**config.mk**
```make
export PLATFORM = sky130hd
export DESIGN_NAME = mc_control_fsm
export DESIGN_NICKNAME = d
export VERILOG_FILES = /design/src/rtl/mc_ctrl_pkg.sv /design/src/rtl/mc_alu_decode.sv /design/src/rtl/mc_control_fsm.sv
export SDC_FILE = /design/constraint.sdc
export NUM_CORES = 1
export LEC_CHECK = 0
export ABC_CLOCK_PERIOD_IN_PS = 3680
export BUFFER_PORTS_ARGS = -buffer_cell sky130_fd_sc_hd__buf_2
export CORE_MARGIN = 2
export CORE_UTILIZATION = 51
export CTS_CLUSTER_DIAMETER = 40
export DETAILED_ROUTE_END_ITERATION = 7
export HOLD_SLACK_MARGIN = 0.15
export PLACE_DENSITY_LB_ADDON = 0.1
export SYNTH_ARGS = -nofsm -noshare
export SYNTH_HDL_FRONTEND = slang
export SYNTH_SLANG_ARGS = --single-unit
```
**constraint.sdc**
```tcl
create_clock -name clk_i -period 3.68 [get_ports clk_i]
set_clock_uncertainty 0.1 [all_clocks]
set_input_delay 0.184 -clock clk_i [delete_from_list [all_inputs] [get_ports clk_i]]
set_output_delay 0.184 -clock clk_i [all_outputs]
set_load 0.01 [all_outputs]
```
**src/rtl/mc_ctrl_pkg.sv**
```systemverilog
`default_nettype none
// ============================================================================
// Module   : mc_ctrl_pkg
// Purpose  : Shared types and encodings for the multi-cycle MIPS controller:
//            FSM state enum, instruction class, opcode/funct values, ALU
//            control codes and ALU operand-select encodings.
// Ports    : none (package)
// Revision : 1.0 - initial release
// ============================================================================
package mc_ctrl_pkg;

    // FSM states. The numeric values are visible on state_o for debug,
    // so they are pinned explicitly (IDLE must read as 0 out of reset).
    typedef enum logic [2:0] {
        ST_IDLE    = 3'd0,
        ST_FETCH   = 3'd1,
        ST_DECODE  = 3'd2,
        ST_EXEC_R  = 3'd3,
        ST_EXEC_I  = 3'd4,
        ST_EXEC_BR = 3'd5,
        ST_WB      = 3'd6,
        ST_ERR     = 3'd7
    } state_t;

    // Instruction class produced by the decoder.
    typedef enum logic [1:0] {
        CLS_R   = 2'd0,
        CLS_I   = 2'd1,
        CLS_BR  = 2'd2,
        CLS_ILL = 2'd3
    } instr_class_t;

    // Primary opcodes (instr[31:26]).
    localparam logic [5:0] C_OP_RTYPE = 6'b000000;
    localparam logic [5:0] C_OP_BEQ   = 6'b000100;
    localparam logic [5:0] C_OP_ADDI  = 6'b001000;
    localparam logic [5:0] C_OP_ORI   = 6'b001101;

    // R-type function codes (instr[5:0]).
    localparam logic [5:0] C_FN_SLL  = 6'b000000;
    localparam logic [5:0] C_FN_SRL  = 6'b000010;
    localparam logic [5:0] C_FN_SLLV = 6'b000100;
    localparam logic [5:0] C_FN_SRLV = 6'b000110;
    localparam logic [5:0] C_FN_ADD  = 6'b100000;
    localparam logic [5:0] C_FN_SUB  = 6'b100010;
    localparam logic [5:0] C_FN_AND  = 6'b100100;
    localparam logic [5:0] C_FN_OR   = 6'b100101;
    localparam logic [5:0] C_FN_SLT  = 6'b101010;

    // ALU control codes.
    localparam logic [3:0] C_ALU_AND = 4'b0000;
    localparam logic [3:0] C_ALU_OR  = 4'b0001;
    localparam logic [3:0] C_ALU_ADD = 4'b0010;
    localparam logic [3:0] C_ALU_SUB = 4'b0110;
    localparam logic [3:0] C_ALU_SLT = 4'b0111;
    localparam logic [3:0] C_ALU_SLL = 4'b1000;
    localparam logic [3:0] C_ALU_SRL = 4'b1001;

    // ALU operand A select.
    localparam logic [1:0] C_SRCA_PC    = 2'd0;
    localparam logic [1:0] C_SRCA_RS    = 2'd1;
    localparam logic [1:0] C_SRCA_SHAMT = 2'd2;

    // ALU operand B select.
    localparam logic [1:0] C_SRCB_RT   = 2'd0;
    localparam logic [1:0] C_SRCB_FOUR = 2'd1;
    localparam logic [1:0] C_SRCB_SEXT = 2'd2;
    localparam logic [1:0] C_SRCB_ZEXT = 2'd3;

    // Decoder result bundle.
    typedef struct packed {
        instr_class_t cls;
        logic [3:0]   alu_ctrl;
        logic [1:0]   src_a;
        logic [1:0]   src_b;
        logic         legal;
    } decode_t;

endpackage : mc_ctrl_pkg
`default_nettype wire

```
**src/rtl/mc_alu_decode.sv**
```systemverilog
`default_nettype none
// ============================================================================
// Module   : mc_alu_decode
// Purpose  : Purely combinational instruction classifier. Maps the opcode
//            and funct fields onto an instruction class, ALU control code,
//            operand selects and a legal flag.
// Ports    : i_opcode  in  6   instr[31:26]
//            i_funct   in  6   instr[5:0]
//            o_dec     out     decode_t {cls, alu_ctrl, src_a, src_b, legal}
// Revision : 1.0 - initial release
// ============================================================================
module mc_alu_decode
    import mc_ctrl_pkg::*;
(
    input  logic [5:0] i_opcode,
    input  logic [5:0] i_funct,
    output decode_t    o_dec
);

    always_comb begin
        o_dec.cls      = CLS_ILL;
        o_dec.alu_ctrl = C_ALU_AND;
        o_dec.src_a    = C_SRCA_PC;
        o_dec.src_b    = C_SRCB_RT;
        o_dec.legal    = 1'b0;

        case (i_opcode)
            C_OP_RTYPE: begin
                o_dec.cls   = CLS_R;
                o_dec.legal = 1'b1;
                o_dec.src_a = C_SRCA_RS;
                o_dec.src_b = C_SRCB_RT;
                case (i_funct)
                    C_FN_ADD:  o_dec.alu_ctrl = C_ALU_ADD;
                    C_FN_SUB:  o_dec.alu_ctrl = C_ALU_SUB;
                    C_FN_AND:  o_dec.alu_ctrl = C_ALU_AND;
                    C_FN_OR:   o_dec.alu_ctrl = C_ALU_OR;
                    C_FN_SLT:  o_dec.alu_ctrl = C_ALU_SLT;
                    // Immediate shifts take the shift amount from shamt.
                    C_FN_SLL: begin
                        o_dec.alu_ctrl = C_ALU_SLL;
                        o_dec.src_a    = C_SRCA_SHAMT;
                    end
                    C_FN_SRL: begin
                        o_dec.alu_ctrl = C_ALU_SRL;
                        o_dec.src_a    = C_SRCA_SHAMT;
                    end
                    // Variable shifts take the shift amount from rs.
                    C_FN_SLLV: o_dec.alu_ctrl = C_ALU_SLL;
                    C_FN_SRLV: o_dec.alu_ctrl = C_ALU_SRL;
                    default: begin
                        o_dec.cls   = CLS_ILL;
                        o_dec.legal = 1'b0;
                        o_dec.src_a = C_SRCA_PC;
                    end
                endcase
            end
            C_OP_ADDI: begin
                o_dec.cls      = CLS_I;
                o_dec.legal    = 1'b1;
                o_dec.src_a    = C_SRCA_RS;
                o_dec.src_b    = C_SRCB_SEXT;
                o_dec.alu_ctrl = C_ALU_ADD;
            end
            C_OP_ORI: begin
                o_dec.cls      = CLS_I;
                o_dec.legal    = 1'b1;
                o_dec.src_a    = C_SRCA_RS;
                o_dec.src_b    = C_SRCB_ZEXT;
                o_dec.alu_ctrl = C_ALU_OR;
            end
            C_OP_BEQ: begin
                // Compare rs and rt by subtraction; the zero flag decides.
                o_dec.cls      = CLS_BR;
                o_dec.legal    = 1'b1;
                o_dec.src_a    = C_SRCA_RS;
                o_dec.src_b    = C_SRCB_RT;
                o_dec.alu_ctrl = C_ALU_SUB;
            end
            default: ;
        endcase
    end

endmodule : mc_alu_decode
`default_nettype wire

```
**src/rtl/mc_control_fsm.sv**
```systemverilog
`default_nettype none
// ============================================================================
// Module   : mc_control_fsm
// Purpose  : Multi-cycle main controller for the MIPS datapath. Sequences
//            FETCH / DECODE / EXEC / WB, drives datapath selects and enables,
//            flags illegal encodings and counts retired instructions.
// Ports    : clk_i, rst_i (async, active-high)
//            imem_valid_i, instr_i[31:0], alu_zero_i
//            imem_req_o, ir_write_o, pc_write_o, pc_src_o
//            reg_write_o, reg_dst_o, alu_src_a_o[1:0], alu_src_b_o[1:0]
//            alu_ctrl_o[3:0], instr_done_o, err_o, state_o[2:0]
//            instr_cnt_o[CNT_W-1:0]
// Revision : 1.0 - initial release
// ============================================================================
module mc_control_fsm
    import mc_ctrl_pkg::*;
#(
    parameter int CNT_W = 16
) (
    input  logic             clk_i,
    input  logic             rst_i,
    input  logic             imem_valid_i,
    input  logic [31:0]      instr_i,
    input  logic             alu_zero_i,
    output logic             imem_req_o,
    output logic             ir_write_o,
    output logic             pc_write_o,
    output logic             pc_src_o,
    output logic             reg_write_o,
    output logic             reg_dst_o,
    output logic [1:0]       alu_src_a_o,
    output logic [1:0]       alu_src_b_o,
    output logic [3:0]       alu_ctrl_o,
    output logic             instr_done_o,
    output logic             err_o,
    output logic [2:0]       state_o,
    output logic [CNT_W-1:0] instr_cnt_o
);

    state_t           r_state;
    decode_t          r_dec;        // decode result captured at end of DECODE
    logic [CNT_W-1:0] r_instr_cnt;

    decode_t          w_dec;
    logic             w_instr_done;

    // Register, immediate and shamt fields are consumed by the datapath,
    // not by the controller.
    logic             w_unused_instr;
    assign w_unused_instr = ^instr_i[25:6];

    mc_alu_decode u_alu_decode (
        .i_opcode (instr_i[31:26]),
        .i_funct  (instr_i[5:0]),
        .o_dec    (w_dec)
    );

    // ------------------------------------------------------------------
    // State, captured decode and retire counter
    // ------------------------------------------------------------------
    always_ff @(posedge clk_i or posedge rst_i) begin
        if (rst_i) begin
            r_state     <= ST_IDLE;
            r_dec       <= '0;
            r_instr_cnt <= '0;
        end else begin
            case (r_state)
                ST_IDLE: r_state <= ST_FETCH;
                ST_FETCH: begin
                    if (imem_valid_i) begin
                        r_state <= ST_DECODE;
                    end
                end
                ST_DECODE: begin
                    r_dec <= w_dec;
                    if (!w_dec.legal) begin
                        r_state <= ST_ERR;
                    end else begin
                        case (w_dec.cls)
                            CLS_R:   r_state <= ST_EXEC_R;
                            CLS_I:   r_state <= ST_EXEC_I;
                            CLS_BR:  r_state <= ST_EXEC_BR;
                            default: r_state <= ST_ERR;
                        endcase
                    end
                end
                ST_EXEC_R:  r_state <= ST_WB;
                ST_EXEC_I:  r_state <= ST_WB;
                ST_EXEC_BR: r_state <= ST_FETCH;
                ST_WB:      r_state <= ST_FETCH;
                ST_ERR:     r_state <= ST_ERR;   // held until reset
                default:    r_state <= ST_IDLE;
            endcase

            // Free-running wrap; illegal instructions never reach a
            // retiring state so they are not counted.
            if (w_instr_done) begin
                r_instr_cnt <= r_instr_cnt + 1'b1;
            end
        end
    end

    // Retire happens in WB for R/I-type and in EXEC_BR for branches.
    assign w_instr_done = (r_state == ST_WB) || (r_state == ST_EXEC_BR);

    // ------------------------------------------------------------------
    // Output decode. Everything is a function of the state register except
    // the FETCH write enables (gated by imem_valid_i) and the branch PC
    // write (gated by alu_zero_i). Because the outputs decode directly
    // from r_state, an asynchronous reset drops every enable at once.
    // ------------------------------------------------------------------
    always_comb begin
        imem_req_o   = 1'b0;
        ir_write_o   = 1'b0;
        pc_write_o   = 1'b0;
        pc_src_o     = 1'b0;
        reg_write_o  = 1'b0;
        reg_dst_o    = 1'b0;
        alu_src_a_o  = C_SRCA_PC;
        alu_src_b_o  = C_SRCB_RT;
        alu_ctrl_o   = C_ALU_AND;
        err_o        = 1'b0;

        case (r_state)
            ST_FETCH: begin
                // PC + 4 is computed every FETCH cycle; it is only
                // committed together with the IR when the word is valid.
                imem_req_o  = 1'b1;
                alu_src_a_o = C_SRCA_PC;
                alu_src_b_o = C_SRCB_FOUR;
                alu_ctrl_o  = C_ALU_ADD;
                ir_write_o  = imem_valid_i;
                pc_write_o  = imem_valid_i;
                pc_src_o    = 1'b0;
            end
            ST_EXEC_R, ST_EXEC_I: begin
                alu_src_a_o = r_dec.src_a;
                alu_src_b_o = r_dec.src_b;
                alu_ctrl_o  = r_dec.alu_ctrl;
            end
            ST_EXEC_BR: begin
                alu_src_a_o = r_dec.src_a;
                alu_src_b_o = r_dec.src_b;
                alu_ctrl_o  = r_dec.alu_ctrl;
                pc_write_o  = alu_zero_i;
                pc_src_o    = 1'b1;
            end
            ST_WB: begin
                // Selects stay at their EXEC values so ALUOut is stable.
                alu_src_a_o = r_dec.src_a;
                alu_src_b_o = r_dec.src_b;
                alu_ctrl_o  = r_dec.alu_ctrl;
                reg_write_o = 1'b1;
                reg_dst_o   = (r_dec.cls == CLS_R);
            end
            ST_ERR: begin
                err_o = 1'b1;
            end
            default: ;
        endcase
    end

    assign instr_done_o = w_instr_done;
    assign state_o      = r_state;
    assign instr_cnt_o  = r_instr_cnt;

endmodule : mc_control_fsm
`default_nettype wire

```
Word-level counts from Yosys, hierarchy flattened:

Cells that the tools add are included.

* reductions and logical operators: 14
* muxes and demuxes: 19
* add/sub/neg operators: 1
* equality and inequality tests: 21

Operators by type and width (number)
* case mux 11 bit (4 select lines): 1
* == test 6 bit (second input constant): 5
* case mux 4 bit (6 select lines): 1
* == test 6 x 3 -> 1 bit (second input constant): 3
* adder 16 x 1 -> 16 bit (second input constant): 1
* case mux 3 bit (5 select lines): 1
* == test 3 bit (second input constant): 4
* == test 6 x 4 -> 1 bit (second input constant): 2
* zero test 6 bit: 2
* case mux 3 bit (3 select lines): 1
* OR reduction 9 bit: 1
* case mux 2 bit (2 select lines): 2
* case mux 4 bit (2 select lines): 1
* OR reduction 2 bit: 4
* 2-to-1 mux 1 bit: 7
* OR reduction 7 bit: 1
* == test 3 x 2 -> 1 bit (second input constant): 2
* == test 6 x 2 -> 1 bit (second input constant): 1
* 2-to-1 mux 3 bit: 2
* zero test 2 bit: 2
* 2-to-1 mux 2 bit: 2
* OR reduction 4 bit: 1
* == test 3 x 1 -> 1 bit (second input constant): 1
* zero test 3 bit: 1
* 6 further kinds: 6

* bits in registers: 29
* output and inout bits: 35

Logic depth before layout (Yosys ltp):

* word-level depth: 8
* gate-level depth with buffers: 8

By module:

From an unflattened synthesis, not the netlist that was laid out.

* cells, all modules: 170
* area total of the unflattened synthesis: 1720.4 sq um

By module, submodules not included
* mc_control_fsm: area each 1411.4 sq um, seq. area each 725.7 sq um, cells each 123, instances 1
* mc_alu_decode: area each 309.0 sq um, seq. area each 0.0 sq um, cells each 47, instances 1

Worst setup path after synthesis:

OpenSTA, ideal clock, no wires.

* path kind: reg2out
* start point: reg r_state[0], in the netlist state_o[0]
* end point: out pc_write_o
* path slack: 1803 ps
* data required time: 3396 ps
* arrival: 1593 ps
* stages on the path, launching flop included: 5
* cells stage by stage: dfrtp_1 > clkbuf_1 > nor3b_1 > and2_1 > a21o_1

* cells in the longest elaborated chain, start to end: 2
* elaborated cells between the ends (all ways): 3
* those cells by class: 2 x eq/ne; 1 x mux

RTL lines
* start, declared: RTL line mc_control_fsm.sv:40 `state_t r_state;`
* start signal, assigned: RTL line mc_control_fsm.sv:63 `r_state <= ST_IDLE;`
* start signal, assigned: RTL line mc_control_fsm.sv:68 `ST_IDLE: r_state <= ST_FETCH;`
* start signal, assigned: RTL line mc_control_fsm.sv:71 `r_state <= ST_DECODE;`
* == test 3 bit or == test 3 x 1 -> 1 bit (tied branches): RTL line mc_control_fsm.sv:124 `case (r_state)`
* case mux 1 bit (2 select lines) *: RTL line mc_control_fsm.sv:124
* end, declared: RTL line mc_control_fsm.sv:27 `output logic pc_write_o,`

Mark *: on every way between the ends. The rest lies on a longest branch, timed or not.

Final worst setup path:

* start point: in instr_i[27]
* end point: reg r_dec[8] (netlist name)

* cells in the longest elaborated chain, start to end: 2
* elaborated cells between the ends (all ways): 5
* those cells by class: 3 x eq/ne; 1 x mux; 1 x reduce/logical

RTL lines
* start, declared: RTL line mc_control_fsm.sv:23 `input logic [31:0] instr_i,`
* == test 6 x 3 -> 1 bit (tied with other cells): RTL line mc_alu_decode.sv:27 `case (i_opcode)`
* case mux 11 bit (4 select lines) *: RTL line mc_alu_decode.sv:27
* end signal, assigned: RTL line mc_control_fsm.sv:75 `r_dec <= w_dec;`
* end, declared: RTL line mc_control_fsm.sv:41 `decode_t r_dec;`

Marks and branches as above.
A chain may end at the register's enable or synchronous reset.

==> flow_metrics.py <==
metrics = {
    "pwr": {
        "power_frac_clock_pct": 20.5,
        "seq_power_share_pct": 39.2,
        "peakVddDrop_mv": 0.325,
        "p_sw_mw": 0.521,
        "combPwrFrac_pct": 40.3,
        "p_leak_nw": 1.10,
        "power.density_nw_per_um2": 603,
        "swShare_pct": 38.9,
        "internal-power_mw": 0.818,
        "power_mw": 1.34,
    },
    "clocking": {
        "cts_sinks": 29,
        "cts_tree": "yes",
        "worstSkewPairLatency_ns": 0.32,
        "cts_max_path_buffers": 2,
        "path_clk_slew_ns": 0.09,
        "postCtsSetupRepairBufs": 0,
        "cts_resized": 0,
        "cts-buffers-inserted": 5,
        "cts-root-buf": "clkbuf_4",
        "cts-hold-fix-buffers": 15,
        "cts.htree.levels": 2,
    },
    "timing": {
        "whs_ns": 0.160,
        "finalMaxSlewViolations": 0,
        "fmax_mhz": 405,
        "setup_viol": 0,
        "slew_headroom_pct": 27.1,
        "fin_tns_setup_ns": 0,
        "worst_pin_slew_ns": 1.09,
        "rsz0062_at_grt": "no",
        "period_share_pct": 67.2,
        "layout_min_cycle_time_ns": 2.47,
        "hold_viol": 0,
    },
    "hold_path": {
        "holdPathStages": 4,
        "hold_class": "input pin to register",
    },
    "synth": {
        "synthCells": 185,
        "async_flop_share_pct": 100,
        "synthFlopType": "dfrtp_1",
        "ys_ff_latch": 29,
        "synth_top_cell_area_share_pct": 42.2,
        "synth_edf_count": 0,
        "synth_commonest_cells": "dfrtp_1, nand2_1, nor2_1",
        "ys_seq_area_share_pct": 42.2,
        "yosys-top-cells-area": "dfrtp_1, nand2_1, xnor2_1",
        "yosys_warnings": 0,
        "yosysUniqueCellTypes": 43,
        "synth_most_common_cell": "dfrtp_1",
        "syn_area_sq_um": 1720,
        "synth_nets": 224,
        "syn_avg_cell_area_sq_um": 9.30,
        "yosys.area.top_type": "dfrtp_1",
    },
    "placed_design": {
        "dp_hpwl_mm": 2.64,
        "dpl_cell_area_sq_um": 1990,
        "port_buffers": 50,
        "gp_congestion": 0.838,
    },
    "worst_setup_path": {
        "crit_arrival_ns": 2.64,
        "reg2reg_slack_ns": 1.48,
        "cp-end-kind": "register",
        "r2r_cells": 5,
        "path_max_fanout": 3,
        "cp.required_ns": 3.85,
        "critPathKind": "input pin to register",
        "crit_path_start_kind": "input pin",
    },
    "global_routing": {
        "grt_usage_pct": 21.4,
        "grt_antenna_before_repair": 0,
        "grt.overflow.total": 0,
        "grt_max_degree": 30,
        "grt_pass1_wl_mm": 5.98,
        "grt_pass1_vias": 1370,
    },
    "cells_and_area": {
        "seq_area_sq_um": 726,
        "fillers": 277,
        "fin_util_pct": 67.7,
        "n_antenna_cell": 0,
        "nets": 289,
        "finalInstanceArea_sq_um": 2220,
        "syn_to_final_growth_pct": 29.2,
        "multiInputGateArea_sq_um": 927,
        "layout-drive-gt1-share_pct": 26.7,
    },
    "detailed_routing": {
        "routed_via_density": 5.32,
        "wire_per_inst_um": 13.0,
        "drt-total-wl_mm": 3.85,
        "num_vias": 1579,
        "drtIter0Drc": 90,
        "ant_nets": 0,
        "dr.pass1.iters": 4,
        "drc": 0,
    },
    "die": {
        "core.rowCount": 21,
        "io_pins": 71,
        "dieArea_sq_um": 3850,
        "fp.dieW_um": 62.1,
        "initial_core_util_pct": 52.4,
        "die_y_um": 62.1,
        "design.core.area_sq_um": 3280,
    },
    "outcome": {
        "status": "finished, final reports clean",
    },
    "run": {
        "max_cap_viol_count": 0,
    },
}
worst paths after layout:
path                            startpoint         endpoint
min in group asynchronous            rst_i  instr_cnt_o[15]
min reg2reg                instr_cnt_o[15]  instr_cnt_o[15]
max reg2reg                     state_o[2]         r_dec[8]
max                            instr_i[27]         r_dec[8]
min                             instr_i[3]         r_dec[4]
max in group asynchronous            rst_i   instr_cnt_o[5]
layout make-up:
| cell class | count | share of cell area, % |
|---|---|---|
| sequential | 29 | 32.7 |
| multi-input combinational | 142 | 41.7 |
| clock buffer | 7 | 2.48 |
| clock inverter | 1 | 1.35 |
| timing repair buffer | 65 | 18.0 |
| tap | 46 | 2.59 |
| inverter | 7 | 1.18 |
per-stage QoR:
stage                     setup WS, ns  std cells
after floorplan                   1.80        185
after global placement            1.54        274
after detailed placement          1.53        274
after CTS                         1.27        297
after global routing              1.14        297
final                             1.21        297
logic make-up after synthesis:
family / after synthesis / share of synthesized area (%)
adder cells (fa/ha/maj): 3 / 2.18
AO/OA/AOI/OAI: 36 / 14.0
multiplexers: 1 / 0.654
flip-flops: 29 / 42.2
buffers and inverters: 14 / 3.93
AND/OR/NAND/NOR: 86 / 28.9
XOR/XNOR: 16 / 8.15
metal layers:
metal	up-vias	wire (um)	global-route usage [%]
met2	45	1850	33.5
met5	-	0	0
li1	778	-	-
met4	0	48	7.29
met3	6	205	7.45
met1	750	1750	27.6
flip-flops by register name (all words and copies together) (netlist names):
register	count
instr_cnt_o	16
r_dec	10
state_o	3
cell usage in the layout (no fill, tap or decap), types with 2 or more instances in the layout:
cell           synthesis  routed
o31ai_2                2       2
nand4_1                5       5
dlygate4sd3_1          0      15
a31oi_1                3       3
xnor2_1               10      10
nand2_1               24      24
o21ai_1                5       5
o21ai_0                2       2
nor3b_2                2       2
nand3_1                6       6
nand3b_1               2       2
nor2b_1                2       2
buf_2                  3      50
xor2_1                 6       6
clkbuf_4               0       5
or3_4                  2       2
and2_1                 7       7
dfrtp_1               29      29
nand2b_1               3       3
nor3b_1                3       3
and4bb_1               2       2
ha_1                   3       3
nor2_1                18      18
o31ai_1                4       4
a21o_1                 5       5
and3_1                 4       4
inv_1                  6       6
a21oi_1                9       9
power by group through the flow:
stage	Clock [mW]	Sequential, mW	Combinational (mW)
2_1_floorplan	0	0.507	0.373
3_3_place_gp	0	0.522	0.516
3_5_place_dp	0	0.530	0.522
4_1_cts	0.279	0.524	0.543
5_1_grt	0.296	0.542	0.609
6_report	0.274	0.525	0.541
worst max-delay path, stage by stage:
cell and delay (ns):
dlygate4sd3_1 0.55, buf_2 0.14, or3_4 0.38, or3_4 0.37, nor3_4 0.15, nand2_1 0.10, o31ai_2 0.18, dlygate4sd3_1 0.58
(Power assumes the default switching activity.)
